[config.mk]
export PLATFORM = sky130hd
export DESIGN_NAME = cpu2
export DESIGN_NICKNAME = d
export VERILOG_FILES = /design/src/rtl/cpu2.sv
export SDC_FILE = /design/constraint.sdc
export NUM_CORES = 1
export LEC_CHECK = 0
export CORE_MARGIN = 2
export CORE_UTILIZATION = 55
export CTS_CLUSTER_SIZE = 12
export DETAILED_ROUTE_END_ITERATION = 10
export DONT_BUFFER_PORTS = 1
export GPL_TIMING_DRIVEN = 0
export PLACE_DENSITY_LB_ADDON = 0.2
export SETUP_SLACK_MARGIN = 0.4
export SLEW_MARGIN = 15
export SYNTH_ARGS = -nofsm -noshare
export SYNTH_HDL_FRONTEND = slang
export SYNTH_SLANG_ARGS = --single-unit
[constraint.sdc]
create_clock -name clk -period 6.7 [get_ports clk]
set_clock_uncertainty 0.2 [all_clocks]
set_input_delay 2.01 -clock clk [delete_from_list [all_inputs] [get_ports clk]]
set_output_delay 2.01 -clock clk [all_outputs]
set_load 0.05 [all_outputs]
[src/rtl/cpu2.sv]
// rtl/cpu2.sv - 8-bit accumulator CPU with 4-bit address space and fetch/execute sequencer
module cpu2 (
    input  logic       clk,
    input  logic       reset,
    output logic       read,
    output logic       write,
    input  logic [7:0] memoryOut,
    output logic [7:0] memoryIn,
    output logic [3:0] address
);

    typedef enum logic [1:0] {
        S_FETCH   = 2'd0,
        S_EXECUTE = 2'd1,
        S_HALT    = 2'd2
    } state_t;

    localparam logic [3:0] OP_HALT  = 4'b0000;
    localparam logic [3:0] OP_AND   = 4'b0001;
    localparam logic [3:0] OP_XNOR  = 4'b0010;
    localparam logic [3:0] OP_ADD   = 4'b0011;
    localparam logic [3:0] OP_LOAD  = 4'b0100;
    localparam logic [3:0] OP_STORE = 4'b0101;
    localparam logic [3:0] OP_JMP   = 4'b0110;
    localparam logic [3:0] OP_JZ    = 4'b0111;

    state_t     state;
    state_t     next_state;
    logic [3:0] pc;
    logic [7:0] ir;
    logic [7:0] ac;
    logic [3:0] opcode;
    logic [3:0] operand;
    logic       mem_read_op;

    assign opcode   = ir[7:4];
    assign operand  = ir[3:0];
    assign memoryIn = ac;

    always_comb begin
        mem_read_op = 1'b0;
        case (opcode)
            OP_AND, OP_XNOR, OP_ADD, OP_LOAD: mem_read_op = 1'b1;
            default:                          mem_read_op = 1'b0;
        endcase
    end

    always_ff @(posedge clk or negedge reset) begin
        if (!reset) begin
            state <= S_FETCH;
        end else begin
            state <= next_state;
        end
    end

    always_comb begin
        next_state = state;
        case (state)
            S_FETCH:   next_state = S_EXECUTE;
            S_EXECUTE: next_state = (opcode == OP_HALT) ? S_HALT : S_FETCH;
            S_HALT:    next_state = S_HALT;
            default:   next_state = S_FETCH;
        endcase
    end

    // Strobes are forced low while reset is held so a pending STORE can never reach memory.
    always_comb begin
        read    = 1'b0;
        write   = 1'b0;
        address = pc;
        if (reset) begin
            case (state)
                S_FETCH: begin
                    read    = 1'b1;
                    address = pc;
                end
                S_EXECUTE: begin
                    address = operand;
                    read    = mem_read_op;
                    write   = (opcode == OP_STORE);
                end
                default: begin
                    address = pc;
                end
            endcase
        end
    end

    always_ff @(posedge clk or negedge reset) begin
        if (!reset) begin
            pc <= 4'd0;
            ir <= 8'd0;
            ac <= 8'd0;
        end else begin
            case (state)
                S_FETCH: begin
                    ir <= memoryOut;
                    pc <= pc + 4'd1;
                end
                S_EXECUTE: begin
                    case (opcode)
                        OP_AND:  ac <= ac & memoryOut;
                        OP_XNOR: ac <= ~(ac ^ memoryOut);
                        OP_ADD:  ac <= ac + memoryOut;
                        OP_LOAD: ac <= memoryOut;
                        OP_JMP:  pc <= operand;
                        OP_JZ: begin
                            if (ac == 8'd0) begin
                                pc <= operand;
                            end
                        end
                        default: ;
                    endcase
                end
                default: ;
            endcase
        end
    end

endmodule

==> impl_metrics.json, run 1 <==
{
  "drive_gt1_frac": 0.134,
  "cts-root-buf": "clkbuf_4",
  "finalSetupViolCount": 0,
  "dieArea_um2": 3320,
  "synth-seq-cells": 22,
  "vias": 1313,
  "cts.clk_slew.worst_paths_ns": 0.12,
  "crit_path_end_kind": "output port",
  "critical-path-top-delay-family": "simple AND/OR/NAND/NOR gates",
  "die_y_um": 57.6,
  "portBuffers": 0,
  "yosysMostFrequentCell": "dfrtp_1",
  "hp-class": "reg -> reg",
  "worstMarginPinSlew_ns": 1.05,
  "drt_iter0_drc": 63,
  "yosys-top-cells-count": "dfrtp_1 (22), nor2_1 (14), mux2_2 (13)",
  "cts_resized": 0,
  "status": "finished clean",
  "grt_antenna_before_repair": 0,
  "die_x_um": 57.6,
  "cts-htree-levels": 1,
  "yosys_most_used_dff": "dfrtp_1",
  "clkLatencyLatePin_ns": 0.31,
  "n_antenna_cell": 0,
  "synth.distinct_cells": 46,
  "crit_required_ns": 4.49,
  "arrival_ns": 2.87,
  "num-fill-cells": 249,
  "coreArea_um2": 2730,
  "dr.pass1.iters": 4,
  "netlist.area_leader.share": 0.348,
  "grt_first_pass_wirelength_um": 5730,
  "synthTopCellsByArea": "dfrtp_1 (35%), mux2_2 (9.3%), ha_1 (7.1%)",
  "wl_um": 3410,
  "pre_cts_slack_ns": 1.62,
  "relSlewSlack": 0.303,
  "period_share": 0.758,
  "dp_hpwl_um": 2680,
  "syn_inst": 168,
  "utilization": 0.611,
  "avgViaCountPerCell": 6.47,
  "rows": 19,
  "yosysWarningCount": 0,
  "ant_nets": 0,
  "path_cells": "nand2_1, nor2_1",
  "drv_cap": 0,
  "crit_slowest_cell": "nor2_1",
  "start_kind": "input port",
  "pin_count": 24,
  "syn_nets": 188,
  "syn-mean-instance-area_um2": 9.41,
  "grt-ovfl-total": 0,
  "rsz0062_at_grt": "false",
  "cts_tree": "done",
  "route.detailed.drc": 0,
  "clkSinkCount": 22,
  "nNetsFinal": 193,
  "yosysSeqAreaShare": 0.348,
  "grt_max_degree": 25,
  "cts_setup_buffers": 0,
  "yosys.area.top_type": "dfrtp_1",
  "setup_tns_ns": 0,
  "setup_ws_ns": 1.62,
  "cts-buffers-inserted": 3,
  "fmax_mhz": 197,
  "slowest_delay_ns": 0.73,
  "initial_utilization": 0.578,
  "syn_to_final_growth_pct": 5.78,
  "cts_buffer_depth": 2,
  "track_usage": 0.224,
  "synth_area_um2": 1580,
  "cp_num_buf_inv": 0,
  "drv_slew": 0,
  "worst-setup-path-type": "in -> out",
  "gp_congestion": 0.854,
  "cts-hold-fix-buffers": 0,
  "synth-async-reset-ratio": 1.00,
  "path_max_fanout": 24,
  "hold_violations": 0,
  "grt_pass1_vias": 1191,
  "period_minus_slack_ns": 5.08,
  "synth_enable_flop_cells": 0,
  "post_drt_wl_per_cell_um": 16.8
}
==> sequential cells by signal, indices dropped and copies added (netlist names) <==
name and count:
memoryIn 8, state 2, pc 4, ir 8
==> placed cells by master (no fill, tap or decap), types with 2 or more instances in the layout <==
cell      synthesis  final
o211ai_1          4      4
a221oi_1          2      2
a21o_1            2      2
inv_1             5      5
or4_1             3      3
nor2_1           14     14
clkbuf_1          4      4
nor2b_1           2      2
a211o_1           2      2
o21ai_0          10     10
nand2b_1          5      5
o21ai_1           2      2
o22ai_1           3      3
clkbuf_4          0      3
a221o_1           2      2
nor3_1            5      5
mux2_2           13     13
mux2i_1           5      5
buf_2             2      2
dfrtp_1          22     22
a21oi_1           9      9
xor2_1            3      3
nand3_1           3      3
nand3b_1          2      2
nor4_1            2      2
nand2_1          11     11
ha_1              9      9
and4b_1           2      2
a211oi_1          2      2
==> path summary, 6_finish.rpt <==
path,from,endpoint,slack (ns),depth (start not counted)
setup / recovery,reset,write,1.62,2
hold / removal,ir[1]$_DFFE_PN0P_,ir[1]$_DFFE_PN0P_,0.36,1
setup reg to reg,memoryIn[0]$_DFFE_PN0P_,memoryIn[6]$_DFFE_PN0P_,4.12,8
hold reg to reg,ir[1]$_DFFE_PN0P_,ir[1]$_DFFE_PN0P_,0.36,1
max in group asynchronous,reset,memoryIn[5]$_DFFE_PN0P_,5.05,0
min in group asynchronous,reset,memoryIn[4]$_DFFE_PN0P_,1.18,0
==> through the flow <==
step	std cells	hold WS (ns)	cell area, um2
after detailed placement	199	0.328	1620
after CTS	203	0.357	1670
after global routing	203	0.387	1670
after floorplan	168	0.292	1580
after global placement	199	0.316	1620
final	203	0.357	1670
==> per-layer routing <==
layer	up-vias	track usage	routed length, um
met2	27	0.354	1630
met5	-	0	0
met3	2	0.0227	128
met1	641	0.318	1620
li1	643	-	-
met4	0	0.0797	27
==> final cells by class <==
cell class              count  area, um2  share of cell area
well taps                  31       38.8              0.0232
flip-flops and latches     22        551               0.329
plain buffers               6       25.0              0.0150
multi-input cells         135        986               0.590
clock inverters             1       30.0              0.0180
inverters                   5       18.8              0.0112
clock buffers               3       22.5              0.0135
==> cells by family (layout without fill, tap and decap cells) <==
kind of cell | Yosys count | after routing | share of synthesized area
AO/OA/AOI/OAI | 44 | 44 | 0.184
XOR/XNOR | 4 | 4 | 0.0222
adder cells (fa/ha/maj) | 10 | 10 | 0.0839
buffers and inverters | 11 | 15 | 0.0277
flip-flops | 22 | 22 | 0.348
multiplexers | 18 | 18 | 0.124
AND/OR/NAND/NOR | 59 | 59 | 0.209
Power of run 1 is left out: the tool's default activity adds up to more than one toggle a clock period on the data nets, which glitch-free logic cannot reach.
==> run 2, diff against run 1 <==
==> constraint.sdc (replaced) <==
create_clock -name clk -period 4.9 [get_ports clk]
set_clock_uncertainty 0.2 [all_clocks]
set_input_delay 1.47 -clock clk [delete_from_list [all_inputs] [get_ports clk]]
set_output_delay 1.47 -clock clk [all_outputs]
set_load 0.05 [all_outputs]
==> results of run 2 <==
The final DEF is identical to that of run 1. Status: finished clean.
Among the figures that moved: setup slack after placement 1.62 ns -> 0.896 ns; setup slack after layout 1.62 ns -> 0.882 ns; start point of the critical path reset -> state[0]$_DFF_PN0_; register-to-register setup slack 4.12 ns -> 2.32 ns
Power of run 2 is left out for the same reason.
